### config.mk
export PLATFORM = sky130hd
export DESIGN_NAME = adder_arbiter
export DESIGN_NICKNAME = d
export VERILOG_FILES = /design/src/rtl/adder_arbiter.sv
export SDC_FILE = /design/constraint.sdc
export NUM_CORES = 1
export LEC_CHECK = 0
export CORE_MARGIN = 2
export CORE_UTILIZATION = 45
export CTS_CLUSTER_DIAMETER = 40
export CTS_CLUSTER_SIZE = 24
export DETAILED_ROUTE_END_ITERATION = 7
export GPL_TIMING_DRIVEN = 0
export PLACE_DENSITY = 0.77
export SETUP_SLACK_MARGIN = 0.05
export SYNTH_ARGS = -nofsm -noshare
export SYNTH_HDL_FRONTEND = slang
export SYNTH_SLANG_ARGS = --single-unit
### constraint.sdc
create_clock -name clk -period 8.65 [get_ports clk]
set_input_delay 0.865 -clock clk [delete_from_list [all_inputs] [get_ports clk]]
set_output_delay 0.865 -clock clk [all_outputs]
set_load 0.01 [all_outputs]
### src/rtl/adder_arbiter.sv
// Two-requester front end that time-shares a single WIDTH-bit adder.
// Each op runs IDLE -> EXEC -> RESP, and the response is held until its owner accepts it.

module adder_arbiter_adder #(
  parameter int WIDTH = 16
) (
  input  logic [WIDTH-1:0] i_a,
  input  logic [WIDTH-1:0] i_b,
  input  logic             i_cin,
  output logic [WIDTH-1:0] o_sum,
  output logic             o_cout
);
  assign {o_cout, o_sum} = {1'b0, i_a} + {1'b0, i_b} + {{WIDTH{1'b0}}, i_cin};
endmodule

module adder_arbiter #(
  parameter int WIDTH = 16
) (
  input  logic                  clk,
  input  logic                  rst_n,
  input  logic [1:0]            req_valid,
  output logic [1:0]            req_ready,
  input  logic [1:0][WIDTH-1:0] req_a,
  input  logic [1:0][WIDTH-1:0] req_b,
  input  logic [1:0][1:0]       req_ctrl,
  output logic [1:0]            rsp_valid,
  input  logic [1:0]            rsp_ready,
  output logic [WIDTH-1:0]      rsp_result,
  output logic [1:0]            rsp_flag,
  output logic                  rsp_err,
  output logic                  busy
);

  localparam logic [1:0] ST_IDLE = 2'd0;
  localparam logic [1:0] ST_EXEC = 2'd1;
  localparam logic [1:0] ST_RESP = 2'd2;

  localparam logic [1:0] OP_ADD = 2'b00;
  localparam logic [1:0] OP_SUB = 2'b01;
  localparam logic [1:0] OP_CMP = 2'b10;
  localparam logic [1:0] OP_RSV = 2'b11;

  logic [1:0]       r_state;
  logic             r_last_grant;
  logic             r_owner;
  logic [WIDTH-1:0] r_a;
  logic [WIDTH-1:0] r_b;
  logic [1:0]       r_ctrl;
  logic [WIDTH-1:0] r_result;
  logic [1:0]       r_flag;
  logic             r_err;

  logic             w_grant;
  logic             w_offer;
  logic             w_handshake;
  logic             w_sub;
  logic [WIDTH-1:0] w_b_in;
  logic [WIDTH-1:0] w_sum;
  logic             w_cout;
  logic             w_zero;

  // Round-robin: a lone requester always wins; on a tie the one not served last wins.
  always_comb begin
    w_grant = req_valid[1];
    if (req_valid == 2'b11) begin
      w_grant = ~r_last_grant;
    end
  end

  // rst_n gates the offer so req_ready drops the instant reset asserts.
  assign w_offer     = rst_n && (r_state == ST_IDLE) && (req_valid != 2'b00);
  assign w_handshake = |(req_valid & req_ready);

  genvar gi;
  generate
    for (gi = 0; gi < 2; gi++) begin : g_port
      assign req_ready[gi] = w_offer && (w_grant == 1'(gi));
      assign rsp_valid[gi] = (r_state == ST_RESP) && (r_owner == 1'(gi));
    end
  endgenerate

  // SUB and CMP compute A + ~B + 1, so carry-out means "no borrow" (A >= B).
  assign w_sub  = (r_ctrl == OP_SUB) || (r_ctrl == OP_CMP);
  assign w_b_in = w_sub ? ~r_b : r_b;

  adder_arbiter_adder #(
    .WIDTH (WIDTH)
  ) u_adder (
    .i_a    (r_a),
    .i_b    (w_b_in),
    .i_cin  (w_sub),
    .o_sum  (w_sum),
    .o_cout (w_cout)
  );

  assign w_zero = (w_sum == '0);

  always_ff @(posedge clk or negedge rst_n) begin
    if (!rst_n) begin
      r_state      <= ST_IDLE;
      r_last_grant <= 1'b1;
      r_owner      <= 1'b0;
      r_a          <= '0;
      r_b          <= '0;
      r_ctrl       <= OP_ADD;
      r_result     <= '0;
      r_flag       <= 2'b00;
      r_err        <= 1'b0;
    end else begin
      case (r_state)
        ST_IDLE: begin
          if (w_handshake) begin
            r_owner      <= w_grant;
            r_last_grant <= w_grant;
            r_a          <= req_a[w_grant];
            r_b          <= req_b[w_grant];
            r_ctrl       <= req_ctrl[w_grant];
            r_state      <= ST_EXEC;
          end
        end
        ST_EXEC: begin
          if (r_ctrl == OP_RSV) begin
            r_result <= '0;
            r_flag   <= 2'b00;
            r_err    <= 1'b1;
          end else begin
            r_result <= w_sum;
            r_flag   <= {w_cout & ~w_zero, w_zero};
            r_err    <= 1'b0;
          end
          r_state <= ST_RESP;
        end
        ST_RESP: begin
          if (rsp_ready[r_owner]) begin
            r_state <= ST_IDLE;
          end
        end
        default: r_state <= ST_IDLE;
      endcase
    end
  end

  assign rsp_result = r_result;
  assign rsp_flag   = r_flag;
  assign rsp_err    = r_err;
  assign busy       = (r_state != ST_IDLE);

endmodule

; After elaboration in Yosys (flattened, before gate mapping)
; Index checks and enable logic that the tools add are counted.
[word_totals]
reg_bits = 57
latch_bits = 0
mem_bits_rw = 0
mem_bits_ro = 0
inputBits = 74
output_inout_bits = 24
wordCells = 58
mem_count = 0
[op_classes]
add_sub_neg = 2
mul = 0
div_mod_pow = 0
magnitude_cmp = 2
n_eq_ne = 8
shift = 0
muxes = 16
bitwise = 7
reduce_logical = 14
[op_table]
columns = cell, count
row1 = $mux W16, 6
row2 = $add A16 B16 Y17, 1
row3 = $add A17 B1 Y17, 1
row4 = $logic_not A16 Y1, 1
row5 = $not A16 Y16, 1
row6 = $mux W2, 5
row7 = $eq A2 B2 Y1 const B, 4
row8 = $logic_and A1 B1 Y1, 6
row9 = $pmux W2 S3, 1
row10 = $eq A2 B1 Y1 const B, 2
row11 = $lt A1 B2 Y1 const B, 2
row12 = $mux W1, 4
row13 = $not A1 Y1, 4
row14 = $reduce_and A2 Y1, 2
row15 = $reduce_bool A2 Y1, 2
row16 = $and A2 B2 Y2, 1
row17 = $logic_not A2 Y1, 1
row18 = $ne A2 B1 Y1 const B, 1
row19 = $ne A2 B2 Y1 const B, 1
row20 = $reduce_or A2 Y1, 1
row21 = $and A1 B1 Y1, 1
row22 = $logic_or A1 B1 Y1, 1

; Longest topological paths before layout
; Gate-level depths: netlist of the first run.
[depth]
word_depth = 9
ltp_mapped = 13
depth_no_buf = 11

; Modules after synthesis
; From an unflattened synthesis of the first run, not the netlist that was laid out.
[unflattened]
hier_cells = 300
hier_area_um2 = 3390.8
[by_module_without_submodules]
columns = mod, n_inst, cells_per_inst, area_per_inst_um2
row1 = adder_arbiter, 1, 209, 2663.8
row2 = adder_arbiter_adder, 1, 91, 726.9

; Worst setup path before layout of the first run
; OpenSTA, ideal clock, no wires.
[synth_timing]
kind = reg2reg
from = reg r_ctrl[0]
to = reg r_flag[1], in the netlist rsp_flag[1]
setup_time_ns = 0.133
arrival_ns = 3.236
t_required_ns = 8.517
setup_slack_ns = 5.281
path_stages_with_launch = 13
path_cell_list = dfrtp_1 > ha_1 > buf_6 > clkbuf_1 > xor2_1 > ha_1 > nand4_1 > nor2_1 > o31a_1 > xor2_1 > or4_4 > nor4_2 > o21ai_0
[synth_between]
elab_chain_len = 9
elab_cells_between_ends = 11
[synth_rtl]
columns = element, line
row1 = "start, declared", 48  ; logic [1:0] r_ctrl;
row2 = "start signal, assigned", 117  ; r_ctrl <= req_ctrl[w_grant];
row3 = $eq A2 B1 Y1 / $eq A2 B2 Y1 (equally long branches), 83  ; assign w_sub = (r_ctrl == OP_SUB) || (r_ctrl == OP_CMP);
row4 = $logic_or A1 B1 Y1, 83
row5 = $mux W16, 84  ; assign w_b_in = w_sub ? ~r_b : r_b;
row6 = $add A16 B16 Y17, 13  ; assign {o_cout, o_sum} = {1'b0, i_a} + {1'b0, i_b} + {{WIDTH{1'b0}}, i_cin};
row7 = $add A17 B1 Y17, 13
row8 = $logic_not A16 Y1, 96  ; assign w_zero = (w_sum == '0);
row9 = $not A1 Y1, 128  ; r_flag <= {w_cout & ~w_zero, w_zero};
row10 = $and A1 B1 Y1, 128
row11 = $mux W2 (*), 122  ; if (r_ctrl == OP_RSV) begin
row12 = "end signal, assigned", 128
row13 = "end, declared", 50  ; logic [1:0] r_flag;
; Mark *: on every way between the ends. The rest lies on a longest branch, timed or not.
; A chain may end at the register's enable or synchronous reset.

; Worst setup path in the final report of the first run
[layout_timing]
from = in rst_n
to = out req_ready[1]
[layout_between]
elab_chain_len = 3
[layout_rtl]
columns = element, line
row1 = "start, declared", 20  ; input logic rst_n,
row2 = $logic_and A1 B1 Y1 (2 in a row), 71  ; assign w_offer = rst_n && (r_state == ST_IDLE) && (req_valid != 2'b00);
row3 = $logic_and A1 B1 Y1, 77  ; assign req_ready[gi] = w_offer && (w_grant == 1'(gi));
row4 = "end, declared", 22  ; output logic [1:0] req_ready,
; No other way between the ends.

==> impl_metrics.prom, run 1 <==
# TYPE chip_impl_metric gauge
chip_impl_metric{name="route.vias.total",unit=""} 3101
chip_impl_metric{name="final_area",unit="um2"} 4600
chip_impl_metric{name="synth.cell_area",unit="um2"} 3320
chip_impl_metric{name="worstPathArrival",unit="ns"} 3.48
chip_impl_metric{name="grt_start_max_net_pins",unit=""} 33
chip_impl_metric{name="insertion_delay",unit="ns"} 0.34
chip_impl_info{name="crit_chain",value="buf_2 -> buf_12 -> inv_1 -> nor2_1 -> and2_1 -> clkbuf_1 -> clkbuf_1 -> clkdlybuf4s50_1"} 1
chip_impl_metric{name="drt-wirelength-per-cell",unit="um"} 16.1
chip_impl_metric{name="synth-xor-area-share",unit=""} 0.0659
chip_impl_metric{name="fin_nets",unit=""} 529
chip_impl_info{name="setup_repair_after_global_routing_missed_its_margin",value="false"} 1
chip_impl_metric{name="first_global_vias",unit=""} 3002
chip_impl_metric{name="library_cells_used_by_synthesis",unit=""} 51
chip_impl_metric{name="maxCapViolations",unit=""} 0
chip_impl_metric{name="globalRouteOverflowTotal",unit=""} 0
chip_impl_info{name="crit_slowest_cell",value="sky130_fd_sc_hd__clkdlybuf4s50_1"} 1
chip_impl_metric{name="synth.mux.area_fraction",unit=""} 0.0139
chip_impl_metric{name="clock_transition_at_the_register_clock_pins_on_the_worst_setup_and_hold_paths_after_cts",unit="ns"} 0.06
chip_impl_metric{name="complex_gate_fraction_of_the_synthesized_area",unit=""} 0.257
chip_impl_info{name="critPathCaptureType",value="output port"} 1
chip_impl_metric{name="grt_pass1_wl",unit="um"} 14300
chip_impl_metric{name="setup_viol",unit=""} 0
chip_impl_metric{name="mean_cell_area_of_the_mapped_netlist",unit="um2"} 10.1
chip_impl_info{name="post-synth-top-count-cell",value="sky130_fd_sc_hd__dfrtp_1"} 1
chip_impl_metric{name="initial_core_util",unit=""} 0.460
chip_impl_metric{name="multiInputGateArea",unit="um2"} 1640
chip_impl_metric{name="dpl-instance-area",unit="um2"} 4430
chip_impl_metric{name="drc_errors",unit=""} 0
chip_impl_metric{name="numCtsBuffers",unit=""} 9
chip_impl_metric{name="dp.final_hpwl",unit="um"} 6950
chip_impl_metric{name="antenna_diode_count",unit=""} 0
chip_impl_info{name="cp_common_cell",value="sky130_fd_sc_hd__clkbuf_1"} 1
chip_impl_info{name="tritoncts",value="done"} 1
chip_impl_metric{name="via_to_cell_ratio",unit=""} 5.73
chip_impl_metric{name="worstMarginPinSlew",unit="ns"} 0.656
chip_impl_info{name="worstHoldPathType",value="register to register"} 1
chip_impl_metric{name="ys_async_sr_fraction",unit=""} 1.00
chip_impl_info{name="status",value="completed"} 1
chip_impl_metric{name="grt_antenna_before_repair",unit=""} 0
chip_impl_metric{name="routed_wl",unit="um"} 8710
chip_impl_metric{name="gp_congestion",unit=""} 0.842
chip_impl_metric{name="critPathMaxFanout",unit=""} 32
chip_impl_metric{name="fin_setup_tns",unit="ns"} 0
chip_impl_info{name="dominantRegCellSynth",value="sky130_fd_sc_hd__dfrtp_1"} 1
chip_impl_info{name="netlist_top_cells_count",value="56 x sky130_fd_sc_hd__dfrtp_1, 40 x sky130_fd_sc_hd__inv_1, 34 x sky130_fd_sc_hd__a222oi_1"} 1
chip_impl_metric{name="number_of_enable_flip_flop_cells_after_synthesis",unit=""} 0
chip_impl_metric{name="synth_top_cell_area_share",unit=""} 0.422
chip_impl_metric{name="ff_latch_area",unit="um2"} 1430
chip_impl_metric{name="io_buffer_count",unit=""} 97
chip_impl_metric{name="mappedNetlistNets",unit=""} 420
chip_impl_metric{name="floorplan.rows",unit=""} 31
chip_impl_metric{name="yosysWarningCount",unit=""} 0
chip_impl_metric{name="ys_ff_latch",unit=""} 57
chip_impl_metric{name="critical_path.max_stage_delay",unit="ns"} 0.64
chip_impl_metric{name="cts_hold_repair.buffers",unit=""} 0
chip_impl_metric{name="design.die.area",unit="um2"} 8080
chip_impl_metric{name="final_min_period_over_clock_period",unit=""} 0.502
chip_impl_metric{name="finClkSkew",unit="ns"} 0.00348
chip_impl_info{name="synth.largest_area_cell",value="sky130_fd_sc_hd__dfrtp_1"} 1
chip_impl_metric{name="post_route_cells_drive_above_1_share",unit=""} 0.0633
chip_impl_metric{name="yosys.area_share.simple",unit=""} 0.0874
chip_impl_metric{name="groute.usage.overall",unit=""} 0.219
chip_impl_metric{name="die_y",unit="um"} 89.9
chip_impl_info{name="clock_tree.root_cell",value="sky130_fd_sc_hd__clkbuf_8"} 1
chip_impl_metric{name="cts_resized",unit=""} 0
chip_impl_info{name="yosys-top-cells-area",value="sky130_fd_sc_hd__dfrtp_1 42%, sky130_fd_sc_hd__a222oi_1 10%, sky130_fd_sc_hd__ha_1 6.4%"} 1
chip_impl_metric{name="sequential_cell_area_fraction_in_the_yosys_report",unit=""} 0.430
chip_impl_metric{name="post_synth_fa_ha_maj_area_fraction",unit=""} 0.0701
chip_impl_metric{name="detailedRoute.firstPassIterationCount",unit=""} 8
chip_impl_metric{name="timing.final.crit_period",unit="ns"} 4.34
chip_impl_metric{name="critical_path_required",unit="ns"} 7.79
chip_impl_metric{name="final-max-slew-violation-count",unit=""} 0
chip_impl_metric{name="maxClockFrequency",unit="GHz"} 0.230
chip_impl_metric{name="hold_viol_final",unit=""} 0
chip_impl_info{name="main_combinational_cell_family_by_area_after_synthesis",value="compound AO/OA/AOI/OAI gates"} 1
chip_impl_metric{name="worst_slew_margin_rel",unit=""} 0.557
chip_impl_metric{name="synthCells",unit=""} 328
chip_impl_info{name="start_kind",value="input port"} 1
chip_impl_metric{name="area_delta_synth_final",unit="%"} 38.7
chip_impl_metric{name="first_iteration_detailed_routing_drc_count",unit=""} 278
chip_impl_metric{name="clock-sinks",unit=""} 57
chip_impl_metric{name="io_pins",unit=""} 98
chip_impl_info{name="worstSetupPathType",value="input port to output port"} 1
chip_impl_metric{name="clk_path_buf_depth",unit=""} 2
chip_impl_metric{name="design.core.area",unit="um2"} 7210
chip_impl_metric{name="post_cts_buffers",unit=""} 0
chip_impl_metric{name="die_width",unit="um"} 89.9
chip_impl_metric{name="fillerInstances",unit=""} 611
chip_impl_metric{name="ctsHtreeMaxLevel",unit=""} 3
chip_impl_metric{name="ant_nets",unit=""} 0
## sequential cells by signal, indices dropped and copies added, names as in the netlist
register / count
r_a: 16
r_last_grant: 1
r_owner: 1
rsp_result: 16
rsp_flag: 2
r_state: 2
r_b: 16
r_ctrl: 2
rsp_err: 1
## routing by layer
layer  global-route usage  wire length [um]  part of all wire
met1                0.277              3840              0.44
met2                0.357              4170              0.48
met4               0.0987               196             0.023
met5                    0                 0                 0
met3               0.0520               507             0.058
## kinds of logic (layout without fill, tap and decap cells)
kind of cell | after synthesis | after routing
compound gates | 107 | 107
buf+inv | 63 | 177
flops | 57 | 57
simple gates | 54 | 54
xor+xnor | 25 | 25
fa+ha+maj | 18 | 18
mux | 4 | 4
## critical path: cells and delay by family
family	cells	cell delay (ns)
buffers and inverters	6	2.35
and+or+nand+nor	2	0.25
## final cells by class
class / count / area share
inverter: 40 / 0.0326
buffer: 23 / 0.0223
timing repair buffer: 98 / 0.214
clock buffer: 13 / 0.0345
multi-input combinational: 208 / 0.356
tap: 99 / 0.0269
sequential: 57 / 0.310
clock inverter: 3 / 0.00326
## layout by cell type, fill, tap and decap left out, drive strengths merged, types with 3 or more instances in the layout
master         Yosys  final
clkdlybuf4s50      0     96
dfrtp             56     56
inv               40     40
a222oi            34     34
clkbuf            19     32
xor2              22     22
ha                17     17
a21oi             16     16
o21ai             14     14
nand2             13     13
a22o              11     11
nor2              10     10
nand3              6      6
buf                4      6
nand2b             5      5
nand4              5      5
a21o               4      4
a211oi             4      4
xnor2              3      3
nor3b              3      3
o41ai              3      3
a32o               3      3
clkinv             0      3
or4                3      3
## per-stage QoR
stage / instances / hold slack, ns / setup WS (ns) / util
after floorplan: 328 / 0.483 / 5.28 / -
after global placement: 524 / 0.463 / 2.68 / 0.612
after detailed placement: 525 / 0.466 / 4.26 / 0.614
after CTS: 541 / 0.480 / 4.26 / 0.638
after global routing: 541 / 0.523 / 4.05 / 0.638
final: 541 / 0.472 / 4.31 / 0.638
## path summary, 6_finish.rpt
kind,startpoint,end,slack [ns],cells after the start
max,rst_n,req_ready[1],4.31,8
min,rsp_result[8]$_DFFE_PN0N_,rsp_result[8]$_DFFE_PN0N_,0.47,2
max reg2reg,r_ctrl[0]$_DFFE_PN0P_,rsp_flag[1]$_DFFE_PN0N_,4.86,13
min reg2reg,rsp_result[8]$_DFFE_PN0N_,rsp_result[8]$_DFFE_PN0N_,0.47,2
max in group asynchronous,rst_n,r_last_grant$_DFFE_PN1P_,7.48,2
min in group asynchronous,rst_n,rsp_err$_DFFE_PN0N_,0.53,1
Power of run 1 is not shown: default switching activity piles up to over one toggle a cycle in this logic, so the estimate is an artifact.
==> run 2: changes to the inputs <==
- CORE_UTILIZATION: 45 -> 43
- clock period: 8.65 -> 3.7 ns (I/O delays scaled with it)
==> run 2 against run 1 <==
Non-clock buffer count did not move. Die area up 4.4%. Sequential share of layout area is 0.29 points lower. Sequential cell count unchanged. Critical path depth increased by 3. Setup slack worse by 4.0 ns. First-iteration DRC count up 6.8%. Via count shrank 1.8%. Critical endpoint is now rsp_flag[1]$_DFFE_PN0N_. Final area grew 0.95%. Clock skew grew 0.00079 ns. Critical path type is now register to register. Global-route usage is 0.60 points lower.
==> impl_metrics.prom, run 2 (synthesis results as in run 1) <==
# TYPE chip_impl_metric gauge
chip_impl_info{name="status",value="completed"} 1
chip_impl_info{name="start_kind",value="register"} 1
chip_impl_metric{name="area_delta_synth_final",unit="%"} 40.0
chip_impl_info{name="critPathCaptureType",value="register"} 1
chip_impl_metric{name="drc_errors",unit=""} 0
chip_impl_metric{name="clock-sinks",unit=""} 57
chip_impl_metric{name="fillerInstances",unit=""} 660
chip_impl_info{name="clock_tree.root_cell",value="sky130_fd_sc_hd__clkbuf_8"} 1
chip_impl_metric{name="routed_wl",unit="um"} 8690
chip_impl_metric{name="clk_path_buf_depth",unit=""} 2
chip_impl_metric{name="die_width",unit="um"} 91.9
chip_impl_metric{name="critical_path_required",unit="ns"} 3.91
chip_impl_metric{name="final_critical_path_setup_slack",unit="ns"} 0.308
chip_impl_metric{name="numCtsBuffers",unit=""} 9
chip_impl_metric{name="ant_nets",unit=""} 0
chip_impl_metric{name="antenna_diode_count",unit=""} 0
chip_impl_metric{name="clock_transition_at_the_register_clock_pins_on_the_worst_setup_and_hold_paths_after_cts",unit="ns"} 0.06
chip_impl_metric{name="multiInputGateArea",unit="um2"} 1640
chip_impl_metric{name="insertion_delay",unit="ns"} 0.34
chip_impl_metric{name="critPathMaxFanout",unit=""} 16
chip_impl_info{name="setup.worst_path.start",value="r_ctrl[0]$_DFFE_PN0P_"} 1
chip_impl_metric{name="globalRouteOverflowTotal",unit=""} 0
chip_impl_metric{name="post_route_cells_drive_above_1_share",unit=""} 0.0658
chip_impl_metric{name="setup_viol",unit=""} 0
chip_impl_info{name="ff_to_ff_start",value="r_ctrl[0]$_DFFE_PN0P_"} 1
chip_impl_metric{name="design.die.area",unit="um2"} 8440
chip_impl_metric{name="via_to_cell_ratio",unit=""} 5.61
chip_impl_metric{name="io_buffer_count",unit=""} 97
chip_impl_info{name="mostFrequentLayoutCell",value="sky130_fd_sc_hd__clkdlybuf4s50_1"} 1
chip_impl_metric{name="design.core.area",unit="um2"} 7610
chip_impl_metric{name="final-max-slew-violation-count",unit=""} 0
chip_impl_metric{name="grt_antenna_before_repair",unit=""} 0
chip_impl_info{name="worstHoldPathType",value="input port to async pin"} 1
chip_impl_metric{name="finClkSkew",unit="ns"} 0.00427
chip_impl_metric{name="route.vias.total",unit=""} 3044
chip_impl_metric{name="maxCapViolations",unit=""} 0
chip_impl_info{name="tritoncts",value="done"} 1
chip_impl_metric{name="worstMarginPinSlew",unit="ns"} 0.701
chip_impl_metric{name="hold_viol_final",unit=""} 0
chip_impl_metric{name="detailedRoute.firstPassIterationCount",unit=""} 5
chip_impl_metric{name="ff_latch_area",unit="um2"} 1430
chip_impl_metric{name="first_iteration_detailed_routing_drc_count",unit=""} 297
chip_impl_info{name="setup_repair_after_global_routing_missed_its_margin",value="false"} 1
chip_impl_metric{name="maxClockFrequency",unit="GHz"} 0.295
chip_impl_metric{name="ctsHtreeMaxLevel",unit=""} 3
chip_impl_metric{name="die_y",unit="um"} 91.9
chip_impl_info{name="layout_common_cells",value="96 x sky130_fd_sc_hd__clkdlybuf4s50_1, 56 x sky130_fd_sc_hd__dfrtp_1, 40 x sky130_fd_sc_hd__inv_1, 34 x sky130_fd_sc_hd__a222oi_1, 22 x sky130_fd_sc_hd__xor2_1"} 1
chip_impl_metric{name="final_min_period_over_clock_period",unit=""} 0.917
chip_impl_metric{name="grt_start_max_net_pins",unit=""} 34
chip_impl_metric{name="groute.usage.overall",unit=""} 0.213
chip_impl_metric{name="worstPathArrival",unit="ns"} 3.60
chip_impl_metric{name="grt_pass1_wl",unit="um"} 14100
chip_impl_metric{name="worst_slew_margin_rel",unit=""} 0.527
chip_impl_info{name="r2r-end",value="rsp_flag[1]$_DFFE_PN0N_"} 1
chip_impl_metric{name="io_pins",unit=""} 98
chip_impl_metric{name="drt-wirelength-per-cell",unit="um"} 16.0
chip_impl_metric{name="reg2regPathDepth",unit=""} 11
chip_impl_metric{name="post-place-ws",unit="ns"} -0.0989
chip_impl_metric{name="first_global_vias",unit=""} 2855
chip_impl_metric{name="rrSetupSlack",unit="ns"} 0.31
chip_impl_metric{name="fin_nets",unit=""} 529
chip_impl_metric{name="finalHoldWorstSlack",unit="ns"} 0.00921
chip_impl_metric{name="timing.final.crit_period",unit="ns"} 3.39
chip_impl_metric{name="final_area",unit="um2"} 4650
chip_impl_info{name="worstSetupPathType",value="register to register"} 1
chip_impl_metric{name="floorplan.rows",unit=""} 32
chip_impl_metric{name="gp_congestion",unit=""} 0.896
chip_impl_metric{name="dpl-instance-area",unit="um2"} 4430
chip_impl_metric{name="initial_core_util",unit=""} 0.437
chip_impl_metric{name="dp.final_hpwl",unit="um"} 6960
run 2: cell types whose count changed in the layout (fill, tap and decap cells not counted):
cell	delta
sky130_fd_sc_hd__clkbuf_1	-2
sky130_fd_sc_hd__bufinv_16	+1
sky130_fd_sc_hd__clkinv_2	-1
sky130_fd_sc_hd__buf_12	+1
sky130_fd_sc_hd__buf_2	-1
sky130_fd_sc_hd__clkbuf_4	+1
run 2: worst max path at each step:
stage	cells past startpoint	slack, ns	to
floorplan	12	0.33	rsp_flag[1]$_DFFE_PN0N_
CTS	11	0.29	rsp_flag[1]$_DFFE_PN0N_
global placement	7	-1.25	req_ready[1]
finish	11	0.31	rsp_flag[1]$_DFFE_PN0N_
global route	11	0.07	rsp_flag[1]$_DFFE_PN0N_
detailed placement	11	-0.1	rsp_flag[1]$_DFFE_PN0N_
run 2: per-stage QoR:
step | TNS [ns] | std cells | utilization
after global placement | -20.28 | 527 | 0.581
after global routing | 0 | 543 | 0.611
after detailed placement | -0.165 | 528 | 0.583
final | 0 | 543 | 0.611
after CTS | 0 | 542 | 0.608
after floorplan | 0 | 328 | -
run 2: critical path, stage by stage, from the launching register on:
cell and delay [ns]:
sky130_fd_sc_hd__dfrtp_1 0.39, sky130_fd_sc_hd__ha_1 0.30, sky130_fd_sc_hd__buf_6 0.20, sky130_fd_sc_hd__xor2_1 0.21, sky130_fd_sc_hd__ha_1 0.33, sky130_fd_sc_hd__a21oi_1 0.25
sky130_fd_sc_hd__o22ai_1 0.13, sky130_fd_sc_hd__o41ai_1 0.69, sky130_fd_sc_hd__mux2i_1 0.22, sky130_fd_sc_hd__a22o_1 0.25, sky130_fd_sc_hd__nor4_2 0.18, sky130_fd_sc_hd__o21ai_0 0.12
run 2: layout make-up:
class,count,share of cell area
Clock inverter,3,0.00861
Multi-Input combinational cell,208,0.353
Clock buffer,12,0.0334
Sequential cell,57,0.307
Inverter,40,0.0323
Timing Repair Buffer,99,0.217
Tap cell,102,0.0275
Buffer,22,0.0213
run 2: layer usage:
metal,global-route usage,share of wire,vias up
li1,-,-,1463
met1,0.281,0.45,1457
met2,0.348,0.48,112
met3,0.0460,0.050,12
met4,0.0721,0.016,0
met5,0,0,-
run 2: what timing repair did:
item | 4_1_cts | 5_1_grt
pin swaps | 0 | 0
gates resized for setup | 0 | 1
endpoints found under the hold margin | 0 | 25
endpoints found under the setup margin | 2 | 1
buffers inserted | 0 | 0
hold buffers | 0 | 1
Power of run 2 is left out for the same reason.
==> run 3: changes to the inputs <==
- CORE_ASPECT_RATIO: unset -> 0.8
==> run 3 against run 2 <==
Die area is essentially flat. Sequential share of layout area shrank 0.38 points. Count of clock-buffer cells in the layout shrank 2. Wire length shrank 1.7%. Highest routed layer unchanged.
==> impl_metrics.prom, run 3 (synthesis results as in run 1) <==
# TYPE chip_impl_metric gauge
chip_impl_info{name="status",value="completed"} 1
chip_impl_metric{name="post_route_cells_drive_above_1_share",unit=""} 0.0724
chip_impl_info{name="mostFrequentLayoutCell",value="sky130_fd_sc_hd__clkdlybuf4s50_1"} 1
chip_impl_metric{name="grt_start_max_net_pins",unit=""} 36
chip_impl_metric{name="fillerInstances",unit=""} 592
chip_impl_metric{name="drc_errors",unit=""} 0
chip_impl_metric{name="clock_transition_at_the_register_clock_pins_on_the_worst_setup_and_hold_paths_after_cts",unit="ns"} 0.06
chip_impl_info{name="setup_repair_after_global_routing_missed_its_margin",value="false"} 1
chip_impl_info{name="worstHoldPathType",value="input port to async pin"} 1
chip_impl_metric{name="insertion_delay",unit="ns"} 0.34
chip_impl_info{name="crit_chain",value="ha_1 -> buf_6 -> mux2i_2 -> inv_1 -> fa_1 -> xor2_1 -> or4_1 -> nor4_1 -> o2111ai_1 -> nor4_2 -> o21ai_0"} 1
chip_impl_metric{name="groute.usage.overall",unit=""} 0.217
chip_impl_metric{name="multiInputGateArea",unit="um2"} 1650
chip_impl_metric{name="globalRouteOverflowTotal",unit=""} 0
chip_impl_metric{name="worstPathArrival",unit="ns"} 3.66
chip_impl_metric{name="design.core.area",unit="um2"} 7430
chip_impl_info{name="clock_tree.root_cell",value="sky130_fd_sc_hd__clkbuf_8"} 1
chip_impl_metric{name="die_width",unit="um"} 102
chip_impl_metric{name="ff_latch_area",unit="um2"} 1430
chip_impl_metric{name="hold_viol_final",unit=""} 0
chip_impl_metric{name="dp.final_hpwl",unit="um"} 6990
chip_impl_metric{name="fin_nets",unit=""} 529
chip_impl_metric{name="finalHoldWorstSlack",unit="ns"} 0.0202
chip_impl_metric{name="critical_path.max_stage_delay",unit="ns"} 0.47
chip_impl_metric{name="via_to_cell_ratio",unit=""} 5.45
chip_impl_metric{name="io_buffer_count",unit=""} 97
chip_impl_metric{name="ant_nets",unit=""} 0
chip_impl_metric{name="critical_path_required",unit="ns"} 3.91
chip_impl_metric{name="maxCapViolations",unit=""} 0
chip_impl_metric{name="first_iteration_detailed_routing_drc_count",unit=""} 254
chip_impl_metric{name="first_global_vias",unit=""} 2915
chip_impl_metric{name="finClkSkew",unit="ns"} 0.00407
chip_impl_metric{name="routed_wl",unit="um"} 8540
chip_impl_metric{name="gp_congestion",unit=""} 0.896
chip_impl_metric{name="final_min_period_over_clock_period",unit=""} 0.933
chip_impl_metric{name="setup_viol",unit=""} 0
chip_impl_info{name="critPathCaptureType",value="register"} 1
chip_impl_metric{name="drt-wirelength-per-cell",unit="um"} 15.6
chip_impl_metric{name="critPathMaxFanout",unit=""} 16
chip_impl_metric{name="final-max-slew-violation-count",unit=""} 0
chip_impl_metric{name="grt_antenna_before_repair",unit=""} 0
chip_impl_metric{name="grt_pass1_wl",unit="um"} 14000
chip_impl_metric{name="post_cts_buffers",unit=""} 0
chip_impl_info{name="start_kind",value="register"} 1
chip_impl_info{name="worstSetupPathType",value="register to register"} 1
chip_impl_metric{name="route.vias.total",unit=""} 2980
chip_impl_metric{name="clk_path_buf_depth",unit=""} 2
chip_impl_metric{name="floorplan.rows",unit=""} 28
chip_impl_metric{name="design.die.area",unit="um2"} 8450
chip_impl_metric{name="numCtsBuffers",unit=""} 9
chip_impl_metric{name="initial_core_util",unit=""} 0.447
chip_impl_info{name="layout_common_cells",value="96 x sky130_fd_sc_hd__clkdlybuf4s50_1, 56 x sky130_fd_sc_hd__dfrtp_1, 40 x sky130_fd_sc_hd__inv_1, 34 x sky130_fd_sc_hd__a222oi_1, 22 x sky130_fd_sc_hd__xor2_1"} 1
chip_impl_metric{name="worstMarginPinSlew",unit="ns"} 0.532
chip_impl_metric{name="worst_slew_margin_rel",unit=""} 0.644
chip_impl_metric{name="io_pins",unit=""} 98
chip_impl_info{name="crit_slowest_cell",value="sky130_fd_sc_hd__or4_1"} 1
chip_impl_metric{name="die_y",unit="um"} 82.6
chip_impl_metric{name="timing.final.crit_period",unit="ns"} 3.45
chip_impl_metric{name="area_delta_synth_final",unit="%"} 41.7
chip_impl_info{name="tritoncts",value="done"} 1
chip_impl_metric{name="clock-sinks",unit=""} 57
chip_impl_metric{name="antenna_diode_count",unit=""} 0
chip_impl_metric{name="detailedRoute.firstPassIterationCount",unit=""} 6
chip_impl_metric{name="ctsHtreeMaxLevel",unit=""} 3
chip_impl_metric{name="maxClockFrequency",unit="GHz"} 0.290
chip_impl_metric{name="rrSetupSlack",unit="ns"} 0.25
run 3: cell types whose count changed in the layout (fill, tap and decap cells not counted), sizes merged:
cell,delta
clkinv,+1
bufinv,+2
clkbuf,-2
run 3: layout make-up:
type / count / area share
repair buffers: 99 / 0.214
inverters: 40 / 0.0319
multi-input cells: 208 / 0.350
flip-flops and latches: 57 / 0.303
clock buffers: 10 / 0.0292
plain buffers: 22 / 0.0210
clock inverters: 6 / 0.0223
well taps: 105 / 0.0279
run 3: final timing paths:
path / cells past startpoint / startpoint / to
max: 11 / r_ctrl[0]$_DFFE_PN0P_ / rsp_flag[1]$_DFFE_PN0N_
min: 2 / rst_n / rsp_result[10]$_DFFE_PN0N_
max reg2reg: 11 / r_ctrl[0]$_DFFE_PN0P_ / rsp_flag[1]$_DFFE_PN0N_
min in group clk: 2 / rsp_result[8]$_DFFE_PN0N_ / rsp_result[8]$_DFFE_PN0N_
min reg2reg: 2 / rsp_result[8]$_DFFE_PN0N_ / rsp_result[8]$_DFFE_PN0N_
max in group asynchronous: 2 / rst_n / r_last_grant$_DFFE_PN1P_
run 3: critical path: cells and delay by family, from the launching register on:
kind / cells / cell delay (ns)
AND/OR/NAND/NOR: 3 / 1.13
adder cells (fa/ha/maj): 2 / 0.74
flip-flops: 1 / 0.40
AO/OA/AOI/OAI: 2 / 0.34
buffers and inverters: 2 / 0.26
multiplexers: 1 / 0.26
XOR/XNOR: 1 / 0.19
run 3: through the flow:
step | util | cells | TNS, ns | instance area (um2) | worst slack, ns
final | 0.634 | 547 | 0 | 4710 | 0.249
after global routing | 0.634 | 547 | 0 | 4710 | 0.100
after CTS | 0.630 | 546 | 0 | 4680 | 0.163
after detailed placement | 0.598 | 531 | -0.175 | 4440 | -0.104
after global placement | 0.596 | 530 | -26.89 | 4420 | -1.43
after floorplan | - | 328 | 0 | 3320 | 0.331
run 3: what timing repair did:
action                                  CTS  global route
endpoints found under the setup margin    3             4
gates resized for setup                   0             2
endpoints found under the hold margin     0            23
hold buffers                              0             1
pin swaps                                 0             0
run 3: routing by layer:
metal / share of wire / track usage / routed length, um / vias to the layer above
met5: 0 / 0 / 0 / -
met4: 0.014 / 0.0680 / 116 / 0
met3: 0.066 / 0.0598 / 567 / 12
met2: 0.44 / 0.332 / 3720 / 116
met1: 0.48 / 0.301 / 4130 / 1380
li1: - / - / - / 1472
Power of run 3 is left out for the same reason.
